### config.mk
export PLATFORM = sky130hd
export DESIGN_NAME = resp_compactor
export DESIGN_NICKNAME = d
export VERILOG_FILES = /design/src/rtl/resp_compactor_pkg.sv /design/src/rtl/resp_compactor_misr_step.sv /design/src/rtl/resp_compactor.sv
export SDC_FILE = /design/constraint.sdc
export NUM_CORES = 1
export LEC_CHECK = 0
export BUFFER_PORTS_ARGS = -buffer_cell sky130_fd_sc_hd__clkbuf_2
export CELL_PAD_IN_SITES_DETAIL_PLACEMENT = 1
export CELL_PAD_IN_SITES_GLOBAL_PLACEMENT = 2
export CORE_ASPECT_RATIO = 0.8
export CORE_MARGIN = 3
export CORE_UTILIZATION = 34
export CTS_CLUSTER_SIZE = 25
export DETAILED_ROUTE_END_ITERATION = 10
export GPL_TIMING_DRIVEN = 0
export HOLD_SLACK_MARGIN = 0.02
export PLACE_DENSITY_LB_ADDON = 0.12
export SYNTH_ARGS = -nofsm -noshare
export SYNTH_HDL_FRONTEND = slang
export SYNTH_SLANG_ARGS = --single-unit
### constraint.sdc
create_clock -name clk -period 2.7 [get_ports clk]
set_input_delay 0 -clock clk [delete_from_list [all_inputs] [get_ports clk]]
set_output_delay 0 -clock clk [all_outputs]
set_load 0.03 [all_outputs]
### src/rtl/resp_compactor_pkg.sv
// Shared types and default constants for the response compactor and its timing harness.
package resp_compactor_pkg;

   typedef enum logic [1:0] {StIdle, StRun, StDone} state_e;

   localparam logic [15:0] DefPoly = 16'h1021;
   localparam logic [15:0] DefSeed = 16'h0000;

endpackage

### src/rtl/resp_compactor_misr_step.sv
// One MISR step: shift with polynomial feedback, then fold in the zero-extended response.
module misr_step #(
   parameter int unsigned     WIDTH = 3,
   parameter int unsigned     SIG_W = 16,
   parameter logic [SIG_W-1:0] POLY = 16'h1021
) (
   input  logic [SIG_W-1:0] sig,
   input  logic [WIDTH-1:0] resp,
   output logic [SIG_W-1:0] next_sig
);

   logic [SIG_W-1:0] feedback;
   logic [SIG_W-1:0] resp_ext;

   always_comb begin
      feedback = sig[SIG_W-1] ? POLY : '0;
      resp_ext = {{(SIG_W-WIDTH){1'b0}}, resp};
      next_sig = {sig[SIG_W-2:0], 1'b0} ^ feedback ^ resp_ext;
   end

endmodule

### src/rtl/resp_compactor.sv
// Response compactor: folds a counted run of response beats into a MISR signature and
// compares the final value against a golden signature captured at start.
module resp_compactor
   import resp_compactor_pkg::*;
#(
   parameter int unsigned      WIDTH = 3,
   parameter int unsigned      SIG_W = 16,
   parameter int unsigned      CNT_W = 8,
   parameter logic [SIG_W-1:0] POLY  = SIG_W'(DefPoly),
   parameter logic [SIG_W-1:0] SEED  = SIG_W'(DefSeed)
) (
   input  logic             clk,
   input  logic             rst,
   input  logic             start,
   input  logic [CNT_W-1:0] num_vec,
   input  logic             in_valid,
   output logic             in_ready,
   input  logic [WIDTH-1:0] resp,
   input  logic [SIG_W-1:0] golden,
   output logic             busy,
   output logic             done,
   output logic [SIG_W-1:0] signature,
   output logic             pass
);

   state_e           state_q, state_d;
   logic [SIG_W-1:0] sig_q, next_sig;
   logic [CNT_W-1:0] remaining_q;
   logic [SIG_W-1:0] golden_q;
   logic             pass_q;
   logic             start_ok, accept, last;

   misr_step #(
      .WIDTH(WIDTH),
      .SIG_W(SIG_W),
      .POLY (POLY)
   ) u_misr_step (
      .sig     (sig_q),
      .resp    (resp),
      .next_sig(next_sig)
   );

   // in_ready depends only on state, so accept never loops back through in_valid.
   assign start_ok = start & (state_q != StRun);
   assign accept   = in_valid & in_ready;
   assign last     = (remaining_q == CNT_W'(1));

   always_ff @(posedge clk or posedge rst) begin
      if (rst) state_q <= StIdle;
      else     state_q <= state_d;
   end

   always_comb begin
      state_d = state_q;
      unique case (state_q)
         StIdle, StDone: begin
            if (start) state_d = (num_vec != '0) ? StRun : StDone;
         end
         StRun: begin
            if (accept && last) state_d = StDone;
         end
         default: state_d = StIdle;
      endcase
   end

   always_comb begin
      in_ready = 1'b0;
      busy     = 1'b0;
      done     = 1'b0;
      unique case (state_q)
         StRun: begin
            in_ready = 1'b1;
            busy     = 1'b1;
         end
         StDone:  done = 1'b1;
         default: ;
      endcase
   end

   always_ff @(posedge clk or posedge rst) begin
      if (rst) begin
         sig_q       <= SEED;
         remaining_q <= '0;
         golden_q    <= '0;
         pass_q      <= 1'b0;
      end else if (start_ok) begin
         sig_q       <= SEED;
         remaining_q <= num_vec;
         golden_q    <= golden;
         // A zero-length run is final immediately, so its verdict is the seed itself.
         pass_q      <= (num_vec == '0) && (SEED == golden);
      end else if (accept) begin
         sig_q       <= next_sig;
         remaining_q <= remaining_q - CNT_W'(1);
         if (last) pass_q <= (next_sig == golden_q);
      end
   end

   assign signature = sig_q;
   assign pass      = pass_q;

endmodule

* Word level (Yosys, flattened, before mapping)
Index checks and enable logic that the tools add are counted.
Widths: inputs -> output; s select.
** Word-level totals
- Flip-flop bits (word level) :: 43
- Latch bits :: 0
- Memory bits (writable) :: 0
- Bits in read-only memories :: 0
- Bits of input ports :: 31
- Output and inout port bits :: 20
- Word-level logic and storage cells :: 42
- Memories kept :: 0
** Cells by class
- $add $sub $neg :: 1
- Multiply operators :: 0
- Div/mod/pow operators :: 0
- Order comparisons :: 0
- Eq/ne operators :: 7
- Shift-type cells :: 0
- Multiplexer cells :: 14
- Bitwise logic cells :: 4
- Reductions and logical operators :: 11
** Operators with widths (number)
- $mux 16 :: 2
- $eq 16x16->1 :: 1
- $logic_not 16->1 :: 1
- $mux 8 :: 2
- $xor 16x16->16 :: 1
- $xor 16x3->16 :: 1
- $mux 13 :: 1
- $eq 8x1->1 const B :: 1
- $logic_not 8->1 :: 1
- $reduce_bool 8->1 :: 1
- $sub 8x1->8 const B :: 1
- $mux 2 :: 3
- $mux 1 :: 5
- $ne 2x2->1 const B :: 2
- $pmux 2 s2 :: 1
- $reduce_and 2->1 :: 2
- $reduce_bool 2->1 :: 2
- $and 1x1->1 :: 2
- $eq 2x1->1 const B :: 1
- $eq 2x2->1 const B :: 1
- $logic_and 1x1->1 :: 2
- $logic_not 2->1 :: 1
- $ne 2x1->1 const B :: 1
- $reduce_or 2->1 :: 1

* Logic depth before layout (Yosys ltp)
Gate-level depths: netlist (run 1).
- Word-level depth :: 7
- Depth in mapped cells :: 9
- Gate-level depth less buffers :: 6

* Modules after synthesis
A second synthesis (run 1) with hierarchy kept.
** Second synthesis, totals
- Cells, all modules :: 223
- Area, all modules :: 2177.1 um^2
** Modules (own cells, without submodules)
- resp_compactor :: times used 1, cells an instance 207, area each 2050.7 um^2, sequential area each 1076.0 um^2
- misr_step :: times used 1, cells an instance 16, area each 126.4 um^2, sequential area each 0.0 um^2

* Worst setup path after synthesis (run 1)
No wires, ideal clock.
- Path kind :: flip-flop to flip-flop
- Start point :: reg state_q[1]
- End point :: reg sig_q[4], in the netlist signature[4]
- Arrival :: 1688 ps
- Required time :: 2579 ps
- Slack :: 891 ps
- Stages on the path, launching flop included :: 9
- Period minus slack after synthesis :: 1809 ps
- Cells stage by stage :: dfrtp_1 nand2b_1 inv_1 and2_1 clkbuf_1 nor2_1 buf_2 buf_2 a22o_1
** Between the ends
- Word-level cells in the longest chain between the ends :: 4
- Elaborated cells on any way between the ends :: 7
- Classes of those cells :: 2 x eq/ne; 2 x mux; 2 x bitwise; 1 x reduce/logical
** RTL lines
- start, declared :: RTL line resp_compactor.sv:26 : state_e state_q, state_d;
- start signal, assigned :: RTL line resp_compactor.sv:49 : if (rst) state_q <= StIdle;
- start signal, assigned :: RTL line resp_compactor.sv:50 : else state_q <= state_d;
- $eq 2x1->1
- $mux 1
- net busy :: RTL line resp_compactor.sv:20 : output logic busy,
- $and 1x1->1 :: RTL line resp_compactor.sv:45 : assign accept = in_valid & in_ready;
- $reduce_bool 2->1 (no line)
- end signal, assigned :: RTL line resp_compactor.sv:93 : sig_q <= next_sig;
- end, declared :: RTL line resp_compactor.sv:27 : logic [SIG_W-1:0] sig_q, next_sig;
The timed path passes the listed nets, and every way through them passes these cells.
A chain may end at the register's enable or synchronous reset.

* Worst setup path in the final report (run 1)
- Start point :: reg state_q[1]
- End point :: reg sig_q[3], in the netlist signature[3]
** Between the ends
- Word-level cells in the longest chain between the ends :: 4
- Elaborated cells on any way between the ends :: 7
- Classes of those cells :: 2 x eq/ne; 2 x mux; 2 x bitwise; 1 x reduce/logical
** RTL lines
- $eq 2x1->1 :: RTL line resp_compactor.sv:70 : unique case (state_q)
- $mux 1 :: RTL line resp_compactor.sv:70
- $and 1x1->1 :: RTL line resp_compactor.sv:45
- $reduce_bool 2->1 (no line)
Parallel ways exist; a longest one is shown, timed or not.

==> results of run 1 <==
-- logic make-up (layout without fill, tap and decap cells) --
kind of cell             Yosys count  count (layout)  synth area share [%]
buffers and inverters             18             102                 3.578
AO/OA/AOI/OAI                     38              38                 13.42
flip-flops                        43              43                 51.28
XOR/XNOR                          20              20                 8.348
multiplexers                       1               1                0.4771
AND/OR/NAND/NOR                   95              95                 21.71
adder cells (fa/ha/maj)            2               2                 1.192
-- critical path: stages, from the launching register on --
cell and delay [ns]:
sky130_fd_sc_hd__dfrtp_1 0.41, sky130_fd_sc_hd__nand2b_1 0.19, sky130_fd_sc_hd__inv_1 0.13, sky130_fd_sc_hd__and2_1 0.13, sky130_fd_sc_hd__clkbuf_1 0.27, sky130_fd_sc_hd__nor2_1 0.11
sky130_fd_sc_hd__buf_2 0.22, sky130_fd_sc_hd__buf_2 0.23, sky130_fd_sc_hd__a22o_1 0.21
-- final cells by class --
class	instances	area share [%]
buffer	12	1.854
clock buffer	6	2.914
clock inverter	2	1.236
inverter	6	0.7947
multi-input combinational	156	33.42
sequential	43	37.97
tap	78	3.444
timing repair buffer	76	18.37
-- state kept, by name (all words and copies together), names as in the netlist --
signal	cells
remaining_q	8
pass	1
signature	16
state_q	2
golden_q	16
-- final timing paths --
check	endpoint	cells after the start
max reg2reg	signature[3]	8
min reg2reg	golden_q[15]	2
min	state_q[1]	3
max in group asynchronous	signature[12]	4
min in group asynchronous	remaining_q[4]	3
max	signature[3]	8
-- placed cells by master (no fill, tap or decap), drive strengths merged, types with 2 or more instances in the layout --
master,netlist,final
ha,2,2
xor2,12,12
o21ai,10,10
dfrtp,43,43
xnor2,8,8
a21oi,2,2
or3,2,2
a22o,12,12
a221o,3,3
o211ai,3,3
clkbuf,8,64
nor3,2,2
dlygate4sd3,0,25
inv,6,6
nor2,8,8
a21o,2,2
and2,2,2
nor4,8,8
buf,4,5
nand2,58,58
or4,4,4
nand3,6,6
-- through the flow --
step                setup WS [ns]  instances  power [mW]  util (%)  hold WS, ns
finish                     0.6995        379       2.929     49.67      0.05423
global route               0.5165        379       3.172     49.67       0.1081
CTS                        0.6735        379       2.962     49.67      0.06440
detailed placement         0.6900        346       2.397     43.22     -0.05683
global placement           0.7407        345       2.367     42.87       0.2107
floorplan                  0.8909        217       2.008         -       0.1054
-- where the power goes --
group,switching [mW],total (mW),internal (mW)
sequential,0.283,1.19,0.911
clock,0.228,0.527,0.300
combinational,0.711,1.21,0.497
-- repair_timing --
action,CTS,global route
buffers inserted,0,0
hold buffers,25,0
endpoints found under the setup margin,0,0
hold endpoints to repair,67,0
-- per-layer routing --
layer / track usage (%) / vias up / share of wire [%]
li1: - / 920 / -
met1: 27.08 / 921 / 47
met2: 30.26 / 47 / 48
met3: 3.159 / 10 / 4.1
met4: 5.339 / 0 / 1.5
met5: 0 / - / 0
==> impl_metrics.json, run 1 <==
{
  "synth_edf_count": 0,
  "crit_arrival_ns": 2.19,
  "grt_max_degree": 33,
  "cts-resized-gates": 0,
  "timing.critical_path.fanout_max": 10,
  "ioPinCount": 51,
  "routed_via_density": 5.008,
  "worst_setup_hold_path_clk_slew_ns": 0.09,
  "root_buffer": "sky130_fd_sc_hd__clkbuf_8",
  "finalSetupTns_ns": 0,
  "synth_cell_types": 40,
  "setup_viol": 0,
  "yosys.area.top_type_share_pct": 51.28,
  "first_pass_iters": 4,
  "place.gp.congestion": 0.8048,
  "fp.dieArea_sq_mm": 0.007156,
  "layout.area.seq_sq_mm": 0.001076,
  "slew_headroom_pct": 65.69,
  "globalRouteTotalUtil_pct": 19.16,
  "report.final.hold_viol_count": 0,
  "post_route_cells_drive_above_1_share_pct": 23.26,
  "post_route_antenna_net_violation_count": 0,
  "timing.rr.start": "state_q[1]",
  "tritoncts_num_sinks": 43,
  "timing.final.crit_period_ns": 2.000,
  "area_growth_pct": 35.06,
  "placement_rows": 24,
  "fp.dieW_um": 93.83,
  "final.fill_count": 687,
  "initial_utilization_pct": 36.78,
  "antenna-diode-count": 0,
  "globalRoute.totalOverflow": 0,
  "die_height_um": 76.27,
  "worst_ep_required_time_ns": 2.89,
  "p_leak_nw": 1.377,
  "timing.reg2reg.setup_slack_ns": 0.70,
  "timing_worst_slew_pin_value_ns": 0.5147,
  "synth.area.top_cells": "sky130_fd_sc_hd__dfrtp_1, sky130_fd_sc_hd__nand2_1, sky130_fd_sc_hd__a22o_1, sky130_fd_sc_hd__xor2_1, sky130_fd_sc_hd__xnor2_1",
  "timing.max_cap.violations": 0,
  "status": "completed",
  "mappedNetlistNets": 250,
  "critical_path.endpoint_type": "register",
  "grt_setup_unrepaired": "no",
  "type_of_the_tightest_min_delay_check": "in2reg",
  "synth.largest_area_cell": "sky130_fd_sc_hd__dfrtp_1",
  "drtIter0Drc": 76,
  "final_min_period_over_clock_period_pct": 74.09,
  "ys_ff_latch": 43,
  "power_density_mw_per_mm2": 1034,
  "number_of_global_route_vias_before_repair": 2015,
  "core_region_area_sq_mm": 0.005705,
  "route.detailed.drc": 0,
  "worst_setup_path_startpoint": "state_q[1]",
  "ir_drop_v": 0.0004345,
  "finalWirelength_um": 6395,
  "critical_path.startpoint_type": "register",
  "route.vias.total": 1898,
  "final_cell_area_sq_mm": 0.002834,
  "cts-htree-levels": 2,
  "netlist_area_sq_mm": 0.002098,
  "dp.final_hpwl_um": 4539,
  "yosysWarningCount": 0,
  "synth_common_cells": "sky130_fd_sc_hd__nand2_1, sky130_fd_sc_hd__dfrtp_1, sky130_fd_sc_hd__a22o_1, sky130_fd_sc_hd__xor2_1, sky130_fd_sc_hd__o21ai_0",
  "antenna_violations_before_repair": 0,
  "placed_area_sq_mm": 0.002466,
  "ctsLongestPathBuffers": 2,
  "max_freq_mhz": 499.9,
  "design.final.nets": 333,
  "async_reset_ff_share_pct": 100.0,
  "worst_hold_startpoint": "start",
  "criticalPathCategory": "reg2reg",
  "synth-seq-area-share_pct": 51.28,
  "io_buffers": 50,
  "clock_skew_ns": 0.005888,
  "final_max_slew_viol_count": 0,
  "multiInputGateArea_sq_um": 947.2,
  "cts_tree": "built",
  "synth_ff_type": "sky130_fd_sc_hd__dfrtp_1",
  "most_used_standard_cell_by_instance_count_after_synthesis": "sky130_fd_sc_hd__nand2_1",
  "clock_latency_ns": 0.30,
  "tritoncts.num_buffers": 5,
  "wl_per_cell_um": 16.87,
  "synthesized_area_divided_by_synthesized_cell_count_sq_um": 9.669,
  "global_route_wire_length_before_repair_um": 10510,
  "synthCells": 217
}
Note: power is estimated with default switching activity, not from simulation.
==> run 2, diff against run 1 <==
CORE_UTILIZATION = 32   (was 34)
clock period = 1.9 ns   (was 2.7 ns; I/O delays follow)
==> run 2 against run 1 <==
Clock power is 47% higher; sequential share of layout area is 0.24 points lower; sequential power is 42% higher; register-to-register slack worse by 0.58 ns; non-clock buffer count is 1 lower; clock skew is 0.00055 ns higher; die area is 5.8% higher.
==> impl_metrics.json, run 2 (synthesis gave the netlist of run 1 again) <==
{
  "finalWirelength_um": 6310,
  "crit_arrival_ns": 2.02,
  "final_min_period_over_clock_period_pct": 93.92,
  "root_buffer": "sky130_fd_sc_hd__clkbuf_8",
  "fp.dieW_um": 96.54,
  "tritoncts_num_sinks": 43,
  "routed_via_density": 4.955,
  "initial_utilization_pct": 34.22,
  "cts_tree": "built",
  "max_freq_mhz": 560.4,
  "critical_path.startpoint_type": "register",
  "multiInputGateArea_sq_um": 954.7,
  "cpPeakStageDelay_ns": 0.53,
  "status": "completed",
  "power_density_mw_per_mm2": 1481,
  "placement_rows": 25,
  "gr-usage-met3_pct": 3.352,
  "grt_setup_unrepaired": "yes",
  "final_layout_worst_hold_slack_ns": 0.04729,
  "criticalPathCategory": "reg2reg",
  "first_pass_iters": 4,
  "report.final.hold_viol_count": 0,
  "grt_max_degree": 36,
  "final_cell_area_sq_mm": 0.002855,
  "globalRouteTotalUtil_pct": 18.40,
  "worstPathCellList": "or3_4 > nor2_4 > nand3_2 > or4_1 > o21ai_1",
  "area_growth_pct": 36.08,
  "route.detailed.drc": 0,
  "timing.critical_path.slowest_stage_cell": "sky130_fd_sc_hd__or4_1",
  "ir_drop_v": 0.0005642,
  "global_route_wire_length_before_repair_um": 10380,
  "place_worst_setup_slack_ns": -0.09341,
  "place_inst": 349,
  "antenna-diode-count": 0,
  "worst_setup_hold_path_clk_slew_ns": 0.09,
  "layout.area.seq_sq_mm": 0.001077,
  "final_max_slew_viol_count": 0,
  "setup_ws_ns": 0.1156,
  "busiest_layer": "met2",
  "place.gp.congestion": 0.7759,
  "placed_area_sq_mm": 0.002470,
  "fp.dieArea_sq_mm": 0.007571,
  "clock_skew_ns": 0.006435,
  "fin_util_pct": 46.57,
  "clock_latency_ns": 0.31,
  "slew_headroom_pct": 61.71,
  "wl_per_cell_um": 16.56,
  "tritoncts.num_buffers": 5,
  "total_power_mw": 4.229,
  "timing_worst_slew_pin_value_ns": 0.5744,
  "finalSetupTns_ns": 0,
  "final-instance-count-excl-fill": 381,
  "final.fill_count": 743,
  "grt_util_met1_pct": 27.18,
  "ioPinCount": 51,
  "ctsLongestPathBuffers": 2,
  "critPathBufInv": 0,
  "met2_usage_pct": 27.69,
  "die_height_um": 78.43,
  "most-common-layout-cells": "sky130_fd_sc_hd__nand2_1, sky130_fd_sc_hd__clkbuf_2, sky130_fd_sc_hd__dfrtp_1",
  "globalRoute.totalOverflow": 0,
  "number_of_global_route_vias_before_repair": 1977,
  "drtIter0Drc": 58,
  "post_route_cells_drive_above_1_share_pct": 24.67,
  "timing.max_cap.violations": 0,
  "mostFrequentLayoutCell": "sky130_fd_sc_hd__nand2_1",
  "critPathTopFamily": "simple AND/OR/NAND/NOR gates",
  "timing.critical_path.fanout_max": 4,
  "antenna_violations_before_repair": 0,
  "io_buffers": 50,
  "setup_viol": 0,
  "dp.final_hpwl_um": 4555,
  "core_region_area_sq_mm": 0.006131,
  "worst_ep_required_time_ns": 2.14,
  "type_of_the_tightest_min_delay_check": "in2reg",
  "post_route_antenna_net_violation_count": 0,
  "p_leak_nw": 1.383,
  "route.vias.total": 1888,
  "critical_path.endpoint_type": "register",
  "design.final.nets": 332,
  "cts-htree-levels": 2,
  "timing.final.crit_period_ns": 1.784
}
[run 2: path summary, 6_finish.rpt]
path	start	endpoint	slack [ns]	depth (start not counted)
max in group asynchronous	rst	remaining_q[0]	1.32	4
min reg2reg	golden_q[8]	golden_q[8]	0.50	2
max	remaining_q[4]	pass	0.12	5
min in group asynchronous	rst	remaining_q[4]	0.13	3
min	resp[1]	signature[1]	0.05	3
max reg2reg	remaining_q[4]	pass	0.12	5
[run 2: worst reg2reg max path, stage by stage, from the launching register on]
cell	delay, ns
sky130_fd_sc_hd__dfrtp_2	0.41
sky130_fd_sc_hd__or3_4	0.41
sky130_fd_sc_hd__nor2_4	0.12
sky130_fd_sc_hd__nand3_2	0.12
sky130_fd_sc_hd__or4_1	0.53
sky130_fd_sc_hd__o21ai_1	0.12
[run 2: final cells by class]
class / instances / share of cell area [%]
inverters: 6 / 0.7888
multi-input cells: 156 / 33.44
well taps: 81 / 3.550
plain buffers: 10 / 1.884
repair buffers: 77 / 18.49
clock buffers: 6 / 2.892
clock inverters: 2 / 1.227
flip-flops and latches: 43 / 37.73
[run 2: repair_timing]
item                                    in CTS  in global routing
endpoints found under the setup margin      15                 31
hold buffers                                25                  0
pin swaps                                    0                  0
endpoints found under the hold margin       67                  0
gates resized for setup                      2                  5
buffers inserted                             0                  1
[run 2: routing by layer]
layer / routed length (um) / part of all wire [%]
met5: 0 / 0
met2: 2811 / 45
met4: 57 / 0.90
met3: 247 / 3.9
met1: 3193 / 51
[run 2: power breakdown]
part	internal, mW	switching, mW	leakage [nW]	total [mW]
registers	1.30	0.396	0.544	1.69
logic	0.734	1.03	0.778	1.76
clock network	0.426	0.347	0.0612	0.773
total	2.46	1.77	1.38	4.23
